==> config.mk <==
export PLATFORM = sky130hd
export DESIGN_NAME = antifurto_ctrl_multi
export DESIGN_NICKNAME = d
export VERILOG_FILES = /design/src/rtl/antifurto_ctrl_multi.sv
export SDC_FILE = /design/constraint.sdc
export NUM_CORES = 1
export LEC_CHECK = 0
export ABC_AREA = 1
export BUFFER_PORTS_ARGS = -buffer_cell sky130_fd_sc_hd__buf_2
export CORE_ASPECT_RATIO = 1.5
export CORE_MARGIN = 4
export CORE_UTILIZATION = 28
export CTS_BUF_LIST = sky130_fd_sc_hd__clkbuf_8
export DETAILED_ROUTE_END_ITERATION = 10
export PLACE_DENSITY = 0.51
export SLEW_MARGIN = 15
export SYNTH_ARGS = -nofsm -noshare
export SYNTH_HDL_FRONTEND = slang
export SYNTH_SLANG_ARGS = --single-unit
==> constraint.sdc <==
create_clock -name i_clock -period 2 [get_ports i_clock]
set_clock_uncertainty 0.15 [all_clocks]
set_input_delay 0.4 -clock i_clock [delete_from_list [all_inputs] [get_ports i_clock]]
set_output_delay 0.4 -clock i_clock [all_outputs]
set_load 0.02 [all_outputs]
==> src/rtl/antifurto_ctrl_multi.sv <==
// Anti-theft controller: integrated 1 Hz countdown, N door channels,
// run-time programmable delays and a bounded alarm re-trigger count.
module antifurto_ctrl_multi #(
   parameter int N_DOORS   = 4,
   parameter int TW        = 4,
   parameter int T_ARM_DEF = 6,
   parameter int T_DRV_DEF = 8,
   parameter int T_PAS_DEF = 15,
   parameter int T_ALM_DEF = 10,
   parameter int MAX_ALM   = 3
) (
   input  logic               i_clock,
   input  logic               i_reset_n,
   input  logic               i_one_hz_enable,
   input  logic               i_ignition,
   input  logic [N_DOORS-1:0] i_door,
   input  logic               i_reprogram,
   input  logic [1:0]         i_prog_sel,
   input  logic [TW-1:0]      i_prog_val,
   output logic               o_status,
   output logic               o_siren,
   output logic [2:0]         o_estado,
   output logic [TW-1:0]      o_timer_value,
   output logic [1:0]         o_alarm_count
);

   typedef enum logic [2:0] {
      S_ARMED      = 3'd0,
      S_TRIGGERED  = 3'd1,
      S_ALARM      = 3'd2,
      S_DISARMED   = 3'd3,
      S_WAIT_OPEN  = 3'd4,
      S_WAIT_CLOSE = 3'd5,
      S_ARM_DLY    = 3'd6
   } state_t;

   localparam logic [1:0] L_MAX = 2'(MAX_ALM);

   state_t        r_state;
   logic [TW-1:0] r_timer;
   logic [TW-1:0] r_t_arm;
   logic [TW-1:0] r_t_drv;
   logic [TW-1:0] r_t_pas;
   logic [TW-1:0] r_t_alm;
   logic [1:0]    r_cnt;
   logic          r_status;
   logic          r_siren;

   logic          w_any;
   logic          w_exp;
   logic [TW-1:0] w_tdec;
   logic [1:0]    w_cnt_inc;

   assign w_any     = |i_door;
   assign w_exp     = (r_timer == '0);
   assign w_tdec    = (i_one_hz_enable && !w_exp) ? r_timer - TW'(1) : r_timer;
   assign w_cnt_inc = (r_cnt == L_MAX) ? r_cnt : r_cnt + 2'd1;

   always_ff @(posedge i_clock or negedge i_reset_n) begin
      if (!i_reset_n) begin
         r_state  <= S_ARMED;
         r_timer  <= '0;
         r_t_arm  <= TW'(T_ARM_DEF);
         r_t_drv  <= TW'(T_DRV_DEF);
         r_t_pas  <= TW'(T_PAS_DEF);
         r_t_alm  <= TW'(T_ALM_DEF);
         r_cnt    <= '0;
         r_status <= 1'b0;
         r_siren  <= 1'b0;
      end else begin
         if (r_state == S_DISARMED && i_reprogram) begin
            unique case (i_prog_sel)
               2'd0: r_t_arm <= i_prog_val;
               2'd1: r_t_drv <= i_prog_val;
               2'd2: r_t_pas <= i_prog_val;
               2'd3: r_t_alm <= i_prog_val;
            endcase
         end
         r_timer <= w_tdec;
         unique case (r_state)
            S_ARMED: begin
               r_timer <= '0;
               if (i_ignition) begin
                  r_state  <= S_DISARMED;
                  r_status <= 1'b0;
               end else if (w_any) begin
                  r_state  <= S_TRIGGERED;
                  r_timer  <= i_door[0] ? r_t_drv : r_t_pas;
                  r_status <= 1'b1;
               end else if (i_one_hz_enable) begin
                  r_status <= ~r_status;
               end
            end
            S_TRIGGERED: begin
               if (i_ignition) begin
                  r_state  <= S_DISARMED;
                  r_timer  <= '0;
                  r_cnt    <= '0;
                  r_status <= 1'b0;
               end else if (w_exp) begin
                  r_state <= S_ALARM;
                  r_timer <= r_t_alm;
                  r_cnt   <= w_cnt_inc;
                  r_siren <= 1'b1;
               end
            end
            S_ALARM: begin
               if (i_ignition) begin
                  r_state  <= S_DISARMED;
                  r_timer  <= '0;
                  r_cnt    <= '0;
                  r_status <= 1'b0;
                  r_siren  <= 1'b0;
               end else if (w_exp) begin
                  // re-trigger only while a door stays open and budget remains
                  if (w_any && r_cnt < L_MAX) begin
                     r_timer <= r_t_alm;
                     r_cnt   <= w_cnt_inc;
                  end else begin
                     r_state  <= S_ARMED;
                     r_timer  <= '0;
                     r_cnt    <= '0;
                     r_status <= 1'b0;
                     r_siren  <= 1'b0;
                  end
               end
            end
            S_DISARMED: begin
               r_timer <= '0;
               if (!i_ignition) r_state <= S_WAIT_OPEN;
            end
            S_WAIT_OPEN: begin
               r_timer <= '0;
               if (i_ignition) r_state <= S_DISARMED;
               else if (i_door[0]) r_state <= S_WAIT_CLOSE;
            end
            S_WAIT_CLOSE: begin
               r_timer <= '0;
               if (!i_door[0]) begin
                  r_state <= S_ARM_DLY;
                  r_timer <= r_t_arm;
               end
            end
            S_ARM_DLY: begin
               if (i_ignition) begin
                  r_state <= S_DISARMED;
                  r_timer <= '0;
               end else if (w_any) begin
                  r_timer <= r_t_arm;
               end else if (w_exp) begin
                  r_state  <= S_ARMED;
                  r_timer  <= '0;
                  r_status <= 1'b0;
               end
            end
            default: begin
               r_state  <= S_ARMED;
               r_timer  <= '0;
               r_cnt    <= '0;
               r_status <= 1'b0;
               r_siren  <= 1'b0;
            end
         endcase
      end
   end

   assign o_status      = r_status;
   assign o_siren       = r_siren;
   assign o_estado      = r_state;
   assign o_timer_value = r_timer;
   assign o_alarm_count = r_cnt;

endmodule

==> results.txt <==
Reg2reg end - o_estado[1]
CTS tree - yes
Post-synth cell types - 26
Slowest cell on crit path - dfrtp_1
Rows - 35
Critical path arrival - 1.85 ns
Largest net degree at the start of global routing - 28
Worst Path Buf+Inv - 1
Top-count cell post-synth - nand2_1
Measured slew at the worst slew-check pin - 0.6043 ns
Pwr dens - 1373 nW/um^2
Status - completed
Worst R2R Start - o_timer_value[0]
Vias in the first global route - 1673
Layout cells sized above 1 - 24.37%
HPWL after detailed placement - 3561 microns
Diodes inserted - 0
Comb power frac - 53.3%
Drc violations - 0
Total GRT Usage - 12.27%
Number of cells upsized or downsized after cts - 0
Utilization after layout - 32.99%
CTS sink cnt - 27
Max-cap viol count - 0
Crit path cell chain - inv_1 > ha_1 > nand2_1 > nand2_1 > nand2_1 > nor2_2 > nand2_2 > nand2_1 > nand2_1
Synth warn - 0
RePlAce Congestion - 0.7832
Final cycle utilization of the critical path - 91.16%
CTS Buf Count - 3
Synth top area cells - dfrtp_1 (25%), nand2_1 (17%), dfstp_2 (13%)
Chip width - 73.23 microns
Hold Path Class - in -> reg
Setup TNS - 0 ns
Synthesized cell area - 1787 sq um
Crit path from - o_timer_value[0]
Primary FF master, synth - dfrtp_1
Starting Density - 28.94%
Total wire length - 4377 microns
Final setup vio count - 0
Hold Fails Final Rpt - 0
Ys async rst share - 100.0%
Avg WL per Cell - 12.40 microns
Deepest clock path buffer count - 2
Seq pwr share - 35.6%
Sequential element share of the synthesized area - 38.45%
Nets - 296
Worst Setup End Kind - flop
Max-slew headroom - 59.71%
Grt ovf - 0
Pre-antenna DRT Iters - 4
Int Power - 1463 uW
R2R cell count - 9
WS Path Type - reg -> reg
Worst IR drop on VDD - 0.0003796 V
Static Leak - 0.001067 uW
Clock power share - 11.0%
Initial antenna violation count - 0
Area leader, netlist - dfrtp_1
Final std cells w/o fill - 353
Critical path capture point - o_estado[1]
Cell count after placement - 348
Post-synth EDFFs - 0
Post-DP Area - 1982 sq um
Initial DRC count - 50
H-tree levels - 1
Io pins - 26
Crit start category - flop
Min cycle time layout - 1.823 ns
Top delay family on crit path - simple AND/OR/NAND/NOR gates
Core box area - 6175 sq um
Clock-pin slew on the worst setup and hold paths - 0.09 ns
Vias per inst - 4.632
Avg Inst Size Synth - 7.118 sq um
Max FO, Critical Path - 8
Crit-path max cell delay - 0.41 ns
CP most frequent cell - nand2_1
Count of pins over their slew limit - 0
Net Sw Frac - 47.70%
First-pass GRT wire length - 7534 microns
Synth Register Bits - 27
Crit path depth - 9
CP required - 2.02 ns
Max Clk Rate - 0.5485 GHz
Later-pin clock latency in the skew report - 0.27 ns
Layout area overhead - 14.01%
Full die area - 7750 sq um
Syn nets - 267
Clk root buf - clkbuf_8
Hold Crit Start - i_prog_val[3]
R2r setup slk - 0.18 ns
Port Buffer Count - 25
Routed Antenna Nets - 0
Vias - 1635
Die Ht - 105.8 microns
Share of the synthesized area in the top cell type - 25.21%
Switching pwr - 1334 uW
Synth top cells by count - nand2_1 (79), nand3_1 (24), inv_1 (23), o21ai_0 (22), nor2_1 (21)
Post-route design area - 2037 sq um
Post-Syn Instances - 251
RSZ-0062 raised after global routing - false
==> cells by family (layout without fill, tap and decap cells) <==
logic type	Yosys count	count (layout)	synth area share (%)
compound gates	37	37	10.85
simple gates	153	153	41.60
flops	27	27	38.45
buf+inv	32	60	7.913
xor+xnor	1	1	0.4903
fa+ha+maj	1	1	0.7002
==> worst register-to-register path: stages (launching register included) <==
cell	delay (ns)
dfrtp_1	0.41
inv_1	0.13
ha_1	0.23
nand2_1	0.20
nand2_1	0.18
nand2_1	0.08
nor2_2	0.16
nand2_2	0.09
nand2_1	0.06
nand2_1	0.05
==> power by group through the flow <==
stage	combinational (uW)	sequential [uW]	clock, uW
3_3_place_gp	1520	1010	0
6_report	1490	997	308
5_1_grt	1700	1030	341
4_1_cts	1520	999	324
2_1_floorplan	1110	1050	0
3_5_place_dp	1510	1010	0
==> how the worst min path moves through the flow <==
| stage | slack [ns] | cells past startpoint | endpoint |
|---|---|---|---|
| after global placement | 0.30 | 1 | r_t_alm[0] |
| after floorplan | -0.05 | 0 | o_alarm_count[0] |
| after detailed placement | 0.30 | 1 | r_t_alm[2] |
| after global routing | 0.31 | 3 | r_t_pas[2] |
| after CTS | 0.28 | 3 | r_t_pas[0] |
| final | 0.28 | 3 | r_t_pas[3] |
==> registers in the layout, summed over array words and instances, names as in the netlist <==
signal and count:
o_estado 3, o_alarm_count 2, r_t_drv 4, r_t_arm 4, o_siren 1, r_t_pas 4, r_t_alm 4, o_timer_value 4
o_status 1
==> cells in the final DEF, fill, tap and decap left out <==
| master | instances |
|---|---|
| nand2_1 | 79 |
| buf_2 | 25 |
| inv_1 | 24 |
| nand3_1 | 24 |
| o21ai_0 | 22 |
| nor2_1 | 21 |
| dfrtp_1 | 18 |
| a21oi_1 | 11 |
| dfstp_2 | 9 |
| nand2_2 | 6 |
| nand3_2 | 6 |
| nor2_4 | 5 |
| inv_2 | 5 |
| nand4_1 | 4 |
| nor2_2 | 3 |
| clkbuf_8 | 3 |
| nand2_4 | 2 |
| o21ai_1 | 2 |
| inv_4 | 1 |
| and3_1 | 1 |
| o21bai_2 | 1 |
| xor2_1 | 1 |
| nor3_4 | 1 |
| nor3_1 | 1 |
| o21a_1 | 1 |
| ha_1 | 1 |
| dlygate4sd3_1 | 1 |
| buf_4 | 1 |
==> area by class of cell <==
| cell class | count | area, sq um |
|---|---|---|
| Clock buffer | 3 | 41.29 |
| Multi-Input combinational cell | 192 | 958.4 |
| Tap cell | 74 | 92.59 |
| Sequential cell | 27 | 686.9 |
| Clock inverter | 1 | 3.754 |
| Fill cell | 694 | 4138 |
| Inverter | 29 | 111.4 |
| Timing Repair Buffer | 27 | 142.6 |
==> layer usage <==
metal / wire length (microns) / GRT usage (%) / up-vias
li1: - / - / 866
met1: 1820 / 13.96 / 739
met2: 2383 / 22.86 / 23
met3: 103 / 1.527 / 7
met4: 69 / 3.694 / 0
met5: 0 / 0 / -
==> through the flow <==
step           power (uW)  hold WS [ns]  worst slack, ns
6_report             2797        0.2780           0.1768
5_1_grt              3078        0.3066          0.02898
4_1_cts              2845        0.2820           0.1700
3_5_place_dp         2522        0.2993           0.1926
3_3_place_gp         2523        0.3033           0.1833
2_1_floorplan        2156      -0.04559           0.3107
==> what timing repair did <==
action / in CTS / in global routing
hold buffers: 1 / 0
buffers inserted: 0 / 0
hold endpoints to repair: 18 / 0
No activity file was read; power rests on OpenSTA's default activity.
